**src/rtl/mc_ctrl_pkg.sv**
```systemverilog
// Shared encodings for the multicycle RV32I controller: FSM states, opcodes,
// datapath mux selects and ALU operation codes.
package mc_ctrl_pkg;

    typedef enum logic [3:0] {
        S_FETCH    = 4'd0,
        S_DECODE   = 4'd1,
        S_MEMADR   = 4'd2,
        S_MEMREAD  = 4'd3,
        S_MEMWB    = 4'd4,
        S_MEMWRITE = 4'd5,
        S_EXEC_R   = 4'd6,
        S_EXEC_I   = 4'd7,
        S_ALUWB    = 4'd8,
        S_JAL      = 4'd9,
        S_JALR_ADR = 4'd10,
        S_BRANCH   = 4'd11,
        S_LUI      = 4'd12,
        S_AUIPC    = 4'd13,
        S_TRAP     = 4'd14
    } state_t;

    localparam logic [6:0] OP_LOAD   = 7'b0000011;
    localparam logic [6:0] OP_STORE  = 7'b0100011;
    localparam logic [6:0] OP_RTYPE  = 7'b0110011;
    localparam logic [6:0] OP_ITYPE  = 7'b0010011;
    localparam logic [6:0] OP_JAL    = 7'b1101111;
    localparam logic [6:0] OP_JALR   = 7'b1100111;
    localparam logic [6:0] OP_BRANCH = 7'b1100011;
    localparam logic [6:0] OP_LUI    = 7'b0110111;
    localparam logic [6:0] OP_AUIPC  = 7'b0010111;

    localparam logic [1:0] RES_ALUOUT    = 2'b00;
    localparam logic [1:0] RES_DATA      = 2'b01;
    localparam logic [1:0] RES_ALURESULT = 2'b10;

    localparam logic [1:0] SRCA_PC    = 2'b00;
    localparam logic [1:0] SRCA_OLDPC = 2'b01;
    localparam logic [1:0] SRCA_RD1   = 2'b10;

    localparam logic [1:0] SRCB_RD2  = 2'b00;
    localparam logic [1:0] SRCB_IMM  = 2'b01;
    localparam logic [1:0] SRCB_FOUR = 2'b10;

    localparam logic [2:0] IMM_I = 3'b000;
    localparam logic [2:0] IMM_S = 3'b001;
    localparam logic [2:0] IMM_B = 3'b010;
    localparam logic [2:0] IMM_J = 3'b011;
    localparam logic [2:0] IMM_U = 3'b100;

    localparam logic [3:0] ALU_ADD   = 4'd0;
    localparam logic [3:0] ALU_SUB   = 4'd1;
    localparam logic [3:0] ALU_AND   = 4'd2;
    localparam logic [3:0] ALU_OR    = 4'd3;
    localparam logic [3:0] ALU_XOR   = 4'd4;
    localparam logic [3:0] ALU_SLT   = 4'd5;
    localparam logic [3:0] ALU_SLTU  = 4'd6;
    localparam logic [3:0] ALU_SLL   = 4'd7;
    localparam logic [3:0] ALU_SRL   = 4'd8;
    localparam logic [3:0] ALU_SRA   = 4'd9;
    localparam logic [3:0] ALU_PASSB = 4'd10;

    // alu_op: how the decoder should interpret the instruction fields
    localparam logic [1:0] ALUOP_ADD   = 2'b00;
    localparam logic [1:0] ALUOP_SUB   = 2'b01;
    localparam logic [1:0] ALUOP_FUNCT = 2'b10;
    localparam logic [1:0] ALUOP_PASSB = 2'b11;

    localparam logic [2:0] F3_BEQ  = 3'b000;
    localparam logic [2:0] F3_BNE  = 3'b001;
    localparam logic [2:0] F3_BLT  = 3'b100;
    localparam logic [2:0] F3_BGE  = 3'b101;
    localparam logic [2:0] F3_BLTU = 3'b110;
    localparam logic [2:0] F3_BGEU = 3'b111;

    function automatic logic [2:0] imm_src_of(input logic [6:0] opcode);
        logic [2:0] sel;
        sel = IMM_I;
        case (opcode)
            OP_STORE:          sel = IMM_S;
            OP_BRANCH:         sel = IMM_B;
            OP_JAL:            sel = IMM_J;
            OP_LUI, OP_AUIPC:  sel = IMM_U;
            default:           sel = IMM_I;
        endcase
        return sel;
    endfunction

endpackage

```
**src/rtl/mc_alu_decoder.sv**
```systemverilog
// ALU operation decoder: maps alu_op plus funct3/funct7[5] to an ALU code and
// flags funct7 combinations that have no RV32I meaning.
module mc_alu_decoder
    import mc_ctrl_pkg::*;
(
    input  logic [1:0] alu_op_i,
    input  logic [2:0] funct3_i,
    input  logic       funct7b5_i,
    input  logic       op5_i,
    output logic [3:0] alu_control_o,
    output logic       illegal_o
);

    logic r_alt;

    // funct7[5] may only be set on R-type add/sub and on either shift-right
    assign r_alt = op5_i & funct7b5_i;

    always_comb begin
        alu_control_o = ALU_ADD;
        illegal_o     = 1'b0;
        case (alu_op_i)
            ALUOP_ADD:   alu_control_o = ALU_ADD;
            ALUOP_SUB:   alu_control_o = ALU_SUB;
            ALUOP_PASSB: alu_control_o = ALU_PASSB;
            default: begin
                case (funct3_i)
                    3'b000: alu_control_o = r_alt ? ALU_SUB : ALU_ADD;
                    3'b001: begin
                        alu_control_o = ALU_SLL;
                        illegal_o     = funct7b5_i;
                    end
                    3'b010: begin
                        alu_control_o = ALU_SLT;
                        illegal_o     = r_alt;
                    end
                    3'b011: begin
                        alu_control_o = ALU_SLTU;
                        illegal_o     = r_alt;
                    end
                    3'b100: begin
                        alu_control_o = ALU_XOR;
                        illegal_o     = r_alt;
                    end
                    3'b101: alu_control_o = funct7b5_i ? ALU_SRA : ALU_SRL;
                    3'b110: begin
                        alu_control_o = ALU_OR;
                        illegal_o     = r_alt;
                    end
                    default: begin
                        alu_control_o = ALU_AND;
                        illegal_o     = r_alt;
                    end
                endcase
            end
        endcase
    end

endmodule

```
**src/rtl/mc_control_unit.sv**
```systemverilog
// Multicycle RV32I Moore control unit: sequences the shared datapath through
// fetch/decode/execute/memory/write-back and traps on illegal encodings.
module mc_control_unit
    import mc_ctrl_pkg::*;
#(
    parameter bit MEM_HANDSHAKE = 1'b1,
    parameter bit FULL_BRANCH   = 1'b1,
    parameter int ALU_CTRL_W    = 4
) (
    input  logic                  clk,
    input  logic                  rst,
    input  logic [31:0]           instr,
    input  logic                  zero,
    input  logic                  alu_lt,
    input  logic                  alu_ltu,
    input  logic                  mem_ready,
    output logic                  pc_write,
    output logic                  ir_write,
    output logic                  adr_src,
    output logic                  mem_read,
    output logic                  mem_write,
    output logic                  reg_write,
    output logic [1:0]            result_src,
    output logic [1:0]            alu_src_a,
    output logic [1:0]            alu_src_b,
    output logic [2:0]            imm_src,
    output logic [ALU_CTRL_W-1:0] alu_control,
    output logic                  illegal_instr,
    output logic [3:0]            state_dbg
);

    state_t     state_q, state_d;
    logic       illegal_q;

    logic [6:0] opcode;
    logic [2:0] funct3;
    logic       funct7b5;
    logic       mem_ok;
    logic       br_valid;
    logic       br_taken;
    logic [1:0] alu_op;
    logic [3:0] dec_alu;
    logic       dec_illegal;
    logic       unused_instr_bits;

    assign opcode            = instr[6:0];
    assign funct3            = instr[14:12];
    assign funct7b5          = instr[30];
    assign unused_instr_bits = ^{instr[31], instr[29:15], instr[11:7]};

    // With the handshake disabled every access is treated as single-cycle
    assign mem_ok = MEM_HANDSHAKE ? mem_ready : 1'b1;

    mc_alu_decoder u_alu_dec (
        .alu_op_i      (alu_op),
        .funct3_i      (funct3),
        .funct7b5_i    (funct7b5),
        .op5_i         (opcode[5]),
        .alu_control_o (dec_alu),
        .illegal_o     (dec_illegal)
    );

    always_comb begin
        br_valid = 1'b0;
        br_taken = 1'b0;
        case (funct3)
            F3_BEQ: begin
                br_valid = 1'b1;
                br_taken = zero;
            end
            F3_BNE: begin
                br_valid = 1'b1;
                br_taken = ~zero;
            end
            F3_BLT: begin
                br_valid = FULL_BRANCH;
                br_taken = alu_lt;
            end
            F3_BGE: begin
                br_valid = FULL_BRANCH;
                br_taken = ~alu_lt;
            end
            F3_BLTU: begin
                br_valid = FULL_BRANCH;
                br_taken = alu_ltu;
            end
            F3_BGEU: begin
                br_valid = FULL_BRANCH;
                br_taken = ~alu_ltu;
            end
            default: begin
                br_valid = 1'b0;
                br_taken = 1'b0;
            end
        endcase
    end

    always_ff @(posedge clk) begin
        if (rst) begin
            state_q   <= S_FETCH;
            illegal_q <= 1'b0;
        end else begin
            state_q   <= state_d;
            illegal_q <= illegal_q | (state_d == S_TRAP);
        end
    end

    always_comb begin
        state_d = state_q;
        case (state_q)
            S_FETCH:    if (mem_ok) state_d = S_DECODE;
            S_DECODE: begin
                case (opcode)
                    OP_LOAD, OP_STORE: state_d = S_MEMADR;
                    OP_RTYPE:          state_d = S_EXEC_R;
                    OP_ITYPE:          state_d = S_EXEC_I;
                    OP_JAL:            state_d = S_JAL;
                    OP_JALR:           state_d = S_JALR_ADR;
                    OP_BRANCH:         state_d = S_BRANCH;
                    OP_LUI:            state_d = S_LUI;
                    OP_AUIPC:          state_d = S_AUIPC;
                    default:           state_d = S_TRAP;
                endcase
            end
            S_MEMADR:   state_d = opcode[5] ? S_MEMWRITE : S_MEMREAD;
            S_MEMREAD:  if (mem_ok) state_d = S_MEMWB;
            S_MEMWB:    state_d = S_FETCH;
            S_MEMWRITE: if (mem_ok) state_d = S_FETCH;
            S_EXEC_R,
            S_EXEC_I:   state_d = dec_illegal ? S_TRAP : S_ALUWB;
            S_ALUWB:    state_d = S_FETCH;
            S_JAL:      state_d = S_ALUWB;
            S_JALR_ADR: state_d = S_JAL;
            S_BRANCH:   state_d = br_valid ? S_FETCH : S_TRAP;
            S_LUI,
            S_AUIPC:    state_d = S_ALUWB;
            S_TRAP:     state_d = S_TRAP;
            default:    state_d = S_TRAP;
        endcase
    end

    // Moore outputs; everything is forced to its idle value while rst is high
    always_comb begin
        pc_write   = 1'b0;
        ir_write   = 1'b0;
        adr_src    = 1'b0;
        mem_read   = 1'b0;
        mem_write  = 1'b0;
        reg_write  = 1'b0;
        result_src = RES_ALUOUT;
        alu_src_a  = SRCA_PC;
        alu_src_b  = SRCB_RD2;
        alu_op     = ALUOP_ADD;
        if (!rst) begin
            case (state_q)
                S_FETCH: begin
                    mem_read   = 1'b1;
                    alu_src_b  = SRCB_FOUR;
                    result_src = RES_ALURESULT;
                    ir_write   = mem_ok;
                    pc_write   = mem_ok;
                end
                S_DECODE: begin
                    alu_src_a = SRCA_OLDPC;
                    alu_src_b = SRCB_IMM;
                end
                S_MEMADR, S_JALR_ADR: begin
                    alu_src_a = SRCA_RD1;
                    alu_src_b = SRCB_IMM;
                end
                S_MEMREAD: begin
                    mem_read = 1'b1;
                    adr_src  = 1'b1;
                end
                S_MEMWB: begin
                    result_src = RES_DATA;
                    reg_write  = 1'b1;
                end
                S_MEMWRITE: begin
                    mem_write = 1'b1;
                    adr_src   = 1'b1;
                end
                S_EXEC_R: begin
                    alu_src_a = SRCA_RD1;
                    alu_src_b = SRCB_RD2;
                    alu_op    = ALUOP_FUNCT;
                end
                S_EXEC_I: begin
                    alu_src_a = SRCA_RD1;
                    alu_src_b = SRCB_IMM;
                    alu_op    = ALUOP_FUNCT;
                end
                S_ALUWB: begin
                    result_src = RES_ALUOUT;
                    reg_write  = 1'b1;
                end
                S_JAL: begin
                    alu_src_a  = SRCA_OLDPC;
                    alu_src_b  = SRCB_FOUR;
                    result_src = RES_ALUOUT;
                    pc_write   = 1'b1;
                end
                S_BRANCH: begin
                    alu_src_a  = SRCA_RD1;
                    alu_src_b  = SRCB_RD2;
                    alu_op     = ALUOP_SUB;
                    result_src = RES_ALUOUT;
                    pc_write   = br_valid & br_taken;
                end
                S_LUI: begin
                    alu_src_b = SRCB_IMM;
                    alu_op    = ALUOP_PASSB;
                end
                S_AUIPC: begin
                    alu_src_a = SRCA_OLDPC;
                    alu_src_b = SRCB_IMM;
                end
                default: begin
                    pc_write = 1'b0;
                end
            endcase
        end
    end

    assign alu_control   = ALU_CTRL_W'(dec_alu);
    assign imm_src       = rst ? IMM_I : imm_src_of(opcode);
    assign illegal_instr = illegal_q;
    assign state_dbg     = state_q;

endmodule

```
**config.mk**
```make
export PLATFORM = sky130hd
export DESIGN_NAME = mc_control_unit
export DESIGN_NICKNAME = d
export VERILOG_FILES = /design/src/rtl/mc_ctrl_pkg.sv /design/src/rtl/mc_alu_decoder.sv /design/src/rtl/mc_control_unit.sv
export SDC_FILE = /design/constraint.sdc
export NUM_CORES = 1
export LEC_CHECK = 0
export CORE_MARGIN = 3
export CORE_UTILIZATION = 30
export CTS_BUF_LIST = sky130_fd_sc_hd__clkbuf_2 sky130_fd_sc_hd__clkbuf_4 sky130_fd_sc_hd__clkbuf_8
export DETAILED_ROUTE_END_ITERATION = 8
export DONT_BUFFER_PORTS = 1
export GPL_ROUTABILITY_DRIVEN = 1
export PLACE_DENSITY = 0.45
export SYNTH_ARGS = -nofsm -noshare
export SYNTH_HDL_FRONTEND = slang
export SYNTH_SLANG_ARGS = --single-unit
export TNS_END_PERCENT = 5
```
**constraint.sdc**
```tcl
create_clock -name clk -period 1.4 [get_ports clk]
set_input_delay 0.14 -clock clk [delete_from_list [all_inputs] [get_ports clk]]
set_output_delay 0.14 -clock clk [all_outputs]
set_load 0.01 [all_outputs]
```
* Yosys cells after proc, flatten, opt, wreduce, memory -nomap -nowiden
Index checks and enable logic that the tools add are counted.
** Word-level totals
- Flip-flop bits (word level) :: 5
- Input bits :: 38
- Logic and storage cells :: 95
** Operators by class
- Equality and inequality tests :: 32
- Mux-type cells :: 38
- Bitwise logic cells :: 6
- Reduce and logical (&&, ||, !) cells :: 17
** Operators with widths (count)
- $pmux 4 s10 :: 1
- $pmux 4 s8 :: 1
- $eq 4x4->1 const B :: 7
- $pmux 4 s7 :: 1
- $eq 7x6->1 const B :: 3
- $eq 7x7->1 const B :: 3
- $eq 4x3->1 const B :: 4
- $mux 4 :: 4
- $reduce_or 2->1 :: 8
- $mux 1 :: 15
- $eq 7x5->1 const B :: 2
- $eq 3x3->1 const B :: 4
- $pmux 2 s2 :: 3
- $pmux 3 s4 :: 1
- $pmux 4 s3 :: 1
- $reduce_or 6->1 :: 2
- $mux 3 :: 3
- $reduce_or 3->1 :: 3
- $eq 4x2->1 const B :: 2
- $mux 2 :: 4
- $eq 7x2->1 const B :: 1
- $eq 3x2->1 const B :: 2
- $pmux 1 s6 :: 1
- $pmux 2 s3 :: 1
- 13 further kinds :: 16

* Depth between registers and ports, before layout
Gate-level depths: netlist of the first run.
- Word-level depth :: 11
- Depth in mapped cells :: 7

* Modules after synthesis
A second synthesis of the first run with hierarchy kept.
** Unflattened totals
- Cells, all modules :: 133
- Area total of the unflattened synthesis :: 925.9 um^2
** Modules (own cells, without submodules)
- mc_control_unit :: times used 1, cells each 110, area each 784.5 um^2
- mc_alu_decoder :: times used 1, cells each 23, area each 141.4 um^2

* Least setup slack after synthesis of the first run
Ideal clock, no wire load.
- Kind :: reg-to-output
- Start point :: register state_q[1], in the netlist state_dbg[1]
- End point :: output port ir_write
- Arrival :: 1322 ps
- Slack :: -62 ps
- Stages on the path, launching flop included :: 4
- Buffers on the path :: 0
- Cell sequence :: dfxtp_1 or3_1 nor3_1 and2_1
** On the way
- Cells in the longest elaborated chain, start to end :: 3
** RTL lines
- from (decl) :: RTL line mc_control_unit.sv:32 : state_t state_q, state_d;
- from (signal assigned) :: RTL line mc_control_unit.sv:103 : state_q <= state_d;
- $logic_not 4->1 :: RTL line mc_control_unit.sv:155 : case (state_q)
- $mux 1 :: RTL line mc_control_unit.sv:155
- $mux 1 :: RTL line mc_control_unit.sv:154 : if (!rst) begin
- to (decl) :: RTL line mc_control_unit.sv:18 : output logic ir_write,
Every way passes these cells.

* Worst setup path in the final report of the first run
Same ends and word-level chain as after synthesis.

==> results.cfg, run 1 <==
[outcome]
run_status = finished, violations left
violations = negative setup slack

[yosys]
synth_async_sr_flop_share = 0
synth_edf_count = 0
postSynthNetCount = 166
yosysWarnings = 0
synthFlopType = dfxtp_1
synth_fa_ha_area_frac = 0
syn_area_um2 = 853
synth-simple-area-share = 0.446
synth_top_family_by_area = simple AND/OR/NAND/NOR gates
synth_seq_area_share = 0.117
synth-seq-cells = 5
muxShareOfSynthArea = 0.0367
avgSynthCellArea_um2 = 6.67
yosysUniqueCellTypes = 39
synth_xor_area_frac = 0.0616
synth_compound_area_frac = 0.264
synthCells = 128

[clocking]
cts-buffers-inserted = 3
cts.sinks = 5
cts_tree = done
cts_buffer_depth = 2
root_buffer = clkbuf_4
clk_pin_slew_ns = 0.04
clock_latency_ns = 0.23
htreeDepth = 1

[timing]
period_minus_slack_ns = 1.53
fin_worst_skew_ns = 0.00159
fin_crit_sh = 1.09
worst_pin_slew_ns = 0.377
clock.fmax_ghz = 0.655
drv_slew = 0
hold_viol = 0
finalSetupViolations = 9
rsz0062_at_grt = true
fin_ws_ns = -0.127
timing.hold.ws_ns = 0.145
maxSlewHeadroom = 0.747

[floorplanning]
start_util = 0.329
die_area_um2 = 3520
num_io_pins = 62
core_um2 = 2590
dieHeight_um = 59.3
die_w_um = 59.3
row_count = 18

[critical_path]
crit_required_ns = 1.26
startpoint = state_dbg[1]
crit_path_start_kind = register
end_kind = output pin
slowest_stage = or3_4
ff2ff_path_depth = 8
crit_chain = buf_6 > or3_4 > nor3_4 > and2_4
crit_path_end = ir_write
cp.arrival_ns = 1.39
r2r-end = illegal_instr
path_buf_inv = 1
slowest_delay_ns = 0.37
crit_type = reg2out
rrSetupSlack_ns = -0.05
cp_max_fo = 4
rr_startpoint = state_dbg[1]
critical_path_cell_count = 4
path_delay_family = simple AND/OR/NAND/NOR gates

[global_routing]
grt_first_pass_wirelength_mm = 4.29
grt_max_degree = 14
overflow = 0
grt_pass1_vias = 1013
antenna_found_initial = 0
track_usage = 0.150

[power_and_ir_drop]
peakVddDrop_mv = 0.499
clkPwrFrac = 0.143
cell_internal_pwr_uw = 743
p_sw_frac = 0.407
p_per_area_nw_per_um2 = 972
switching_power_uw = 511
leakagePower_nw = 0.505
totalPowerFinal_mw = 1.25
seqPwrFrac = 0.171
combPwrFrac = 0.686

[route]
drtIter0Drc = 53
dr_total_vias = 1039
firstDrtPassIters = 4
viasPerCell = 5.44
wl_mm = 2.66
drc = 0
antenna_left = 0
wl_per_cell_um = 13.9

[place]
port_buffers = 0
dp_slack_ns = -0.0779
detailed_place_hpwl_mm = 2.03
dpl_cell_area_um2 = 1070
placedCellCount = 180
gp_congestion = 0.790

[cells_and_area]
final_cells = 191
n_fill_cell = 270
n_antenna_cell = 0
area_delta_synth_final_pct = 51.0
final_area_um2 = 1290
fin_nets = 200
drive_gt1_frac = 0.478

[worst_hold_path]
min_path_type = in2reg

[run]
drv_cap = 0
## layer usage
| layer | part of all wire | track usage | routed length [µm] | vias to the layer above |
|---|---|---|---|---|
| met5 | 0 | 0 | 0 | - |
| met4 | 0 | 0.0194 | 0 | 0 |
| met3 | 0.051 | 0.0153 | 136 | 0 |
| met2 | 0.53 | 0.285 | 1410 | 26 |
| met1 | 0.42 | 0.183 | 1110 | 494 |
| li1 | - | - | - | 519 |
## worst reg2reg max path: stages (launching register included)
cell and delay [ns]:
dfxtp_4 0.37, buf_6 0.11, buf_4 0.12, nand2b_4 0.07
mux2_2 0.28, o32ai_2 0.12, a21oi_2 0.07, a21oi_2 0.13
a2bb2oi_2 0.13
## state kept, by name, summed over array words and instances, names as in the netlist
signal and cells:
illegal_instr 1, state_dbg 4
## cells in the mapped netlist, types with 2 or more instances
library cell,n,area (µm²)
and2_1,3,18.8
nor2_1,15,56.3
dfxtp_1,5,100
nand2_1,12,45.0
mux2i_1,2,20.0
and3_1,3,18.8
nor3_2,2,20.0
nor2b_1,4,25.0
or3_1,2,12.5
a32oi_1,2,17.5
inv_1,5,18.8
a21oi_2,3,26.3
buf_2,3,15.0
nor3_1,8,40.0
nand2b_4,3,41.3
xor2_1,2,17.5
o22ai_1,3,18.8
xnor2_1,4,35.0
nand2b_1,6,37.5
o21ai_1,4,20.0
nor3b_1,2,15.0
clkbuf_1,2,7.51
a21oi_1,7,35.0
nand3_1,5,25.0
o21ai_0,4,20.0
a31oi_1,4,25.0
## metrics by stage
stage,utilization,setup TNS [ns]
5_1_grt,0.498,-1.45
2_1_floorplan,-,0
3_3_place_gp,0.414,-0.0718
6_report,0.498,-0.818
3_5_place_dp,0.414,-0.182
4_1_cts,0.472,-1.18
## cell type report
class / count / area, µm² / share of cell area
inverter: 6 / 22.5 / 0.0175
sequential: 5 / 113 / 0.0874
clock buffer: 4 / 30.0 / 0.0233
timing repair buffer: 36 / 299 / 0.232
multi-input combinational: 110 / 787 / 0.611
tap: 30 / 37.5 / 0.0291
## worst min path at each step
stage | from | cells past startpoint | slack, ns | to
6_report | rst | 2 | 0.14 | illegal_instr
3_3_place_gp | rst | 1 | 0.21 | state_dbg[2]
4_1_cts | rst | 1 | -0.04 | state_dbg[2]
5_1_grt | rst | 2 | 0.16 | illegal_instr
2_1_floorplan | rst | 2 | 0.36 | illegal_instr
3_5_place_dp | rst | 1 | 0.21 | state_dbg[1]
## layout by cell type, fill, tap and decap left out, types with 4 or more instances in the layout
cell      count
clkbuf_4      4
inv_1         5
a21oi_2       4
a21oi_1       6
buf_6         7
nor2_1       12
nor3_2        6
o21ai_1       4
o21ai_0       4
buf_4        28
nand3_1       5
xnor2_1       4
nand2b_1      6
nand2_1      12
## what timing repair did
item,in CTS,in global routing
resized for setup,21,14
setup endpoints to repair,14,16
endpoints found under the hold margin,4,4
setup buffers,6,0
pin swaps,4,5
## power by group through the flow
stage	logic, mW	registers, mW	clock network (mW)
2_1_floorplan	0.449	0.214	0
3_3_place_gp	0.677	0.215	0
3_5_place_dp	0.688	0.215	0
4_1_cts	0.796	0.211	0.184
5_1_grt	0.935	0.217	0.195
6_report	0.859	0.214	0.179
## cells by family after synthesis
group,after synthesis
multiplexers,3
XOR/XNOR,6
buffers and inverters,13
flip-flops,5
AO/OA/AOI/OAI,33
AND/OR/NAND/NOR,68
Power figures use the tool's default switching activity.
==> run 2, diff against run 1 <==
--- a/config.mk
+++ b/config.mk
@@ -5,13 +5,16 @@
 export SDC_FILE = /design/constraint.sdc
 export NUM_CORES = 1
 export LEC_CHECK = 0
+export CELL_PAD_IN_SITES_DETAIL_PLACEMENT = 1
+export CELL_PAD_IN_SITES_GLOBAL_PLACEMENT = 1
 export CORE_MARGIN = 3
 export CORE_UTILIZATION = 30
 export CTS_BUF_LIST = sky130_fd_sc_hd__clkbuf_2 sky130_fd_sc_hd__clkbuf_4 sky130_fd_sc_hd__clkbuf_8
 export DETAILED_ROUTE_END_ITERATION = 8
 export DONT_BUFFER_PORTS = 1
 export GPL_ROUTABILITY_DRIVEN = 1
-export PLACE_DENSITY = 0.45
+export PLACE_DENSITY = 0.62
+export SLEW_MARGIN = 25
 export SYNTH_ARGS = -nofsm -noshare
 export SYNTH_HDL_FRONTEND = slang
 export SYNTH_SLANG_ARGS = --single-unit
==> results.cfg, run 2 (same netlist as run 1, synthesis figures left out) <==
[route]
wl_per_cell_um = 16.0
drtIter0Drc = 16
dr_total_vias = 1064
viasPerCell = 5.60
wl_mm = 3.04
antenna_left = 0
firstDrtPassIters = 4
drc = 0

[timing]
timing.hold.ws_ns = 0.129
worst_pin_slew_ns = 0.410
fin_worst_skew_ns = 0.00116
fin_ws_ns = -0.0580
maxSlewHeadroom = 0.724
drv_slew = 0
setup-tns-final_ns = -0.285
finalSetupViolations = 8
hold_viol = 0
clock.fmax_ghz = 0.686
rsz0062_at_grt = true
fin_crit_sh = 1.04
period_minus_slack_ns = 1.46

[floorplanning]
start_util = 0.329
dieHeight_um = 59.3
num_io_pins = 62
core_um2 = 2590
die_area_um2 = 3520
die_w_um = 59.3
row_count = 18

[critical_path]
end_kind = output pin
crit_type = reg2out
slowest_delay_ns = 0.39
cp.arrival_ns = 1.32
startpoint = state_dbg[0]
crit_required_ns = 1.26
crit_chain = inv_2 > or3_4 > a21oi_2 > buf_4
crit_path_start_kind = register
slowest_stage = or3_4
rr_startpoint = state_dbg[2]
cp_max_fo = 5

[cells_and_area]
fin_nets = 199
n_fill_cell = 339
multiInputGateArea_um2 = 771
final_cell_mix = buf_4, nor2_1, nand2_1
drive_gt1_frac = 0.444
final_cells = 190
final_common_cell = buf_4
regArea_um2 = 115
area_delta_synth_final_pct = 46.3
final_area_um2 = 1250
n_antenna_cell = 0
utilization = 0.482
largest_register_ffs = 4

[place]
gp_congestion = 0.776
port_buffers = 0
dpl_cell_area_um2 = 1090
detailed_place_hpwl_mm = 2.36
dp_slack_ns = -0.0726
placedCellCount = 183

[clocking]
cts_buffer_depth = 2
root_buffer = clkbuf_4
cts.sinks = 5
clk_pin_slew_ns = 0.04
htreeDepth = 1
clock_latency_ns = 0.24
cts-buffers-inserted = 3
cts_tree = done

[global_routing]
track_usage = 0.173
overflow = 0
grt_first_pass_wirelength_mm = 4.81
grt_max_degree = 11
antenna_found_initial = 0
grt_pass1_vias = 1086

[outcome]
run_status = finished, violations left
violations = negative setup slack

[worst_hold_path]
hp-start = rst
min_path_type = in2reg

[power_and_ir_drop]
totalPowerFinal_mw = 1.24
leakagePower_nw = 0.498
p_per_area_nw_per_um2 = 990
peakVddDrop_mv = 0.450

[run]
drv_cap = 0
==> run 2: cell count changes in the layout (fill, tap and decap cells not counted), moves of 2 or more <==
cell | previous run | this run
buf_6 | 7 | 2
nor2_2 | 2 | 0
buf_4 | 28 | 32
o22ai_2 | 2 | 0
o22ai_1 | 1 | 3
nor2_1 | 12 | 15
==> run 2: per-layer routing <==
metal / track usage / part of all wire / wire length (µm) / up-vias
met3: 0.0109 / 0.046 / 141 / 4
met2: 0.328 / 0.53 / 1620 / 30
met1: 0.205 / 0.41 / 1250 / 512
li1: - / - / - / 518
met5: 0 / 0 / 0 / -
met4: 0.0485 / 0.0086 / 26 / 0
==> run 2: path summary, 6_finish.rpt <==
| path | end | slack [ns] | cells past startpoint |
|---|---|---|---|
| min reg2reg | illegal_instr | 0.57 | 2 |
| max | alu_control[0] | -0.06 | 4 |
| min | illegal_instr | 0.13 | 2 |
| max reg2reg | illegal_instr | -0.01 | 7 |
==> run 2: worst max-delay path: cells and delay by family (launching register included) <==
kind / cells / cell delay [ns]
AO/OA/AOI/OAI: 1 / 0.13
flip-flops: 1 / 0.36
AND/OR/NAND/NOR: 1 / 0.39
buffers and inverters: 2 / 0.19
==> run 2: final cells by class <==
type / count / area share
Clock buffer: 4 / 0.0240
Inverter: 6 / 0.0180
Multi-Input combinational cell: 110 / 0.617
Sequential cell: 5 / 0.0922
Tap cell: 30 / 0.0301
Timing Repair Buffer: 35 / 0.218
==> run 2: power breakdown <==
group	internal, mW	leakage, nW	switching (mW)
clock	0.127	0.0184	0.0619
combinational	0.415	0.436	0.410
sequential	0.175	0.0437	0.0464
total	0.718	0.498	0.518
==> run 2: timing repair <==
item,in CTS,in global routing
setup buffers,3,0
setup endpoints to repair,17,17
endpoints found under the hold margin,4,0
hold buffers,1,0
gates resized for setup,18,9
pin swaps,5,2
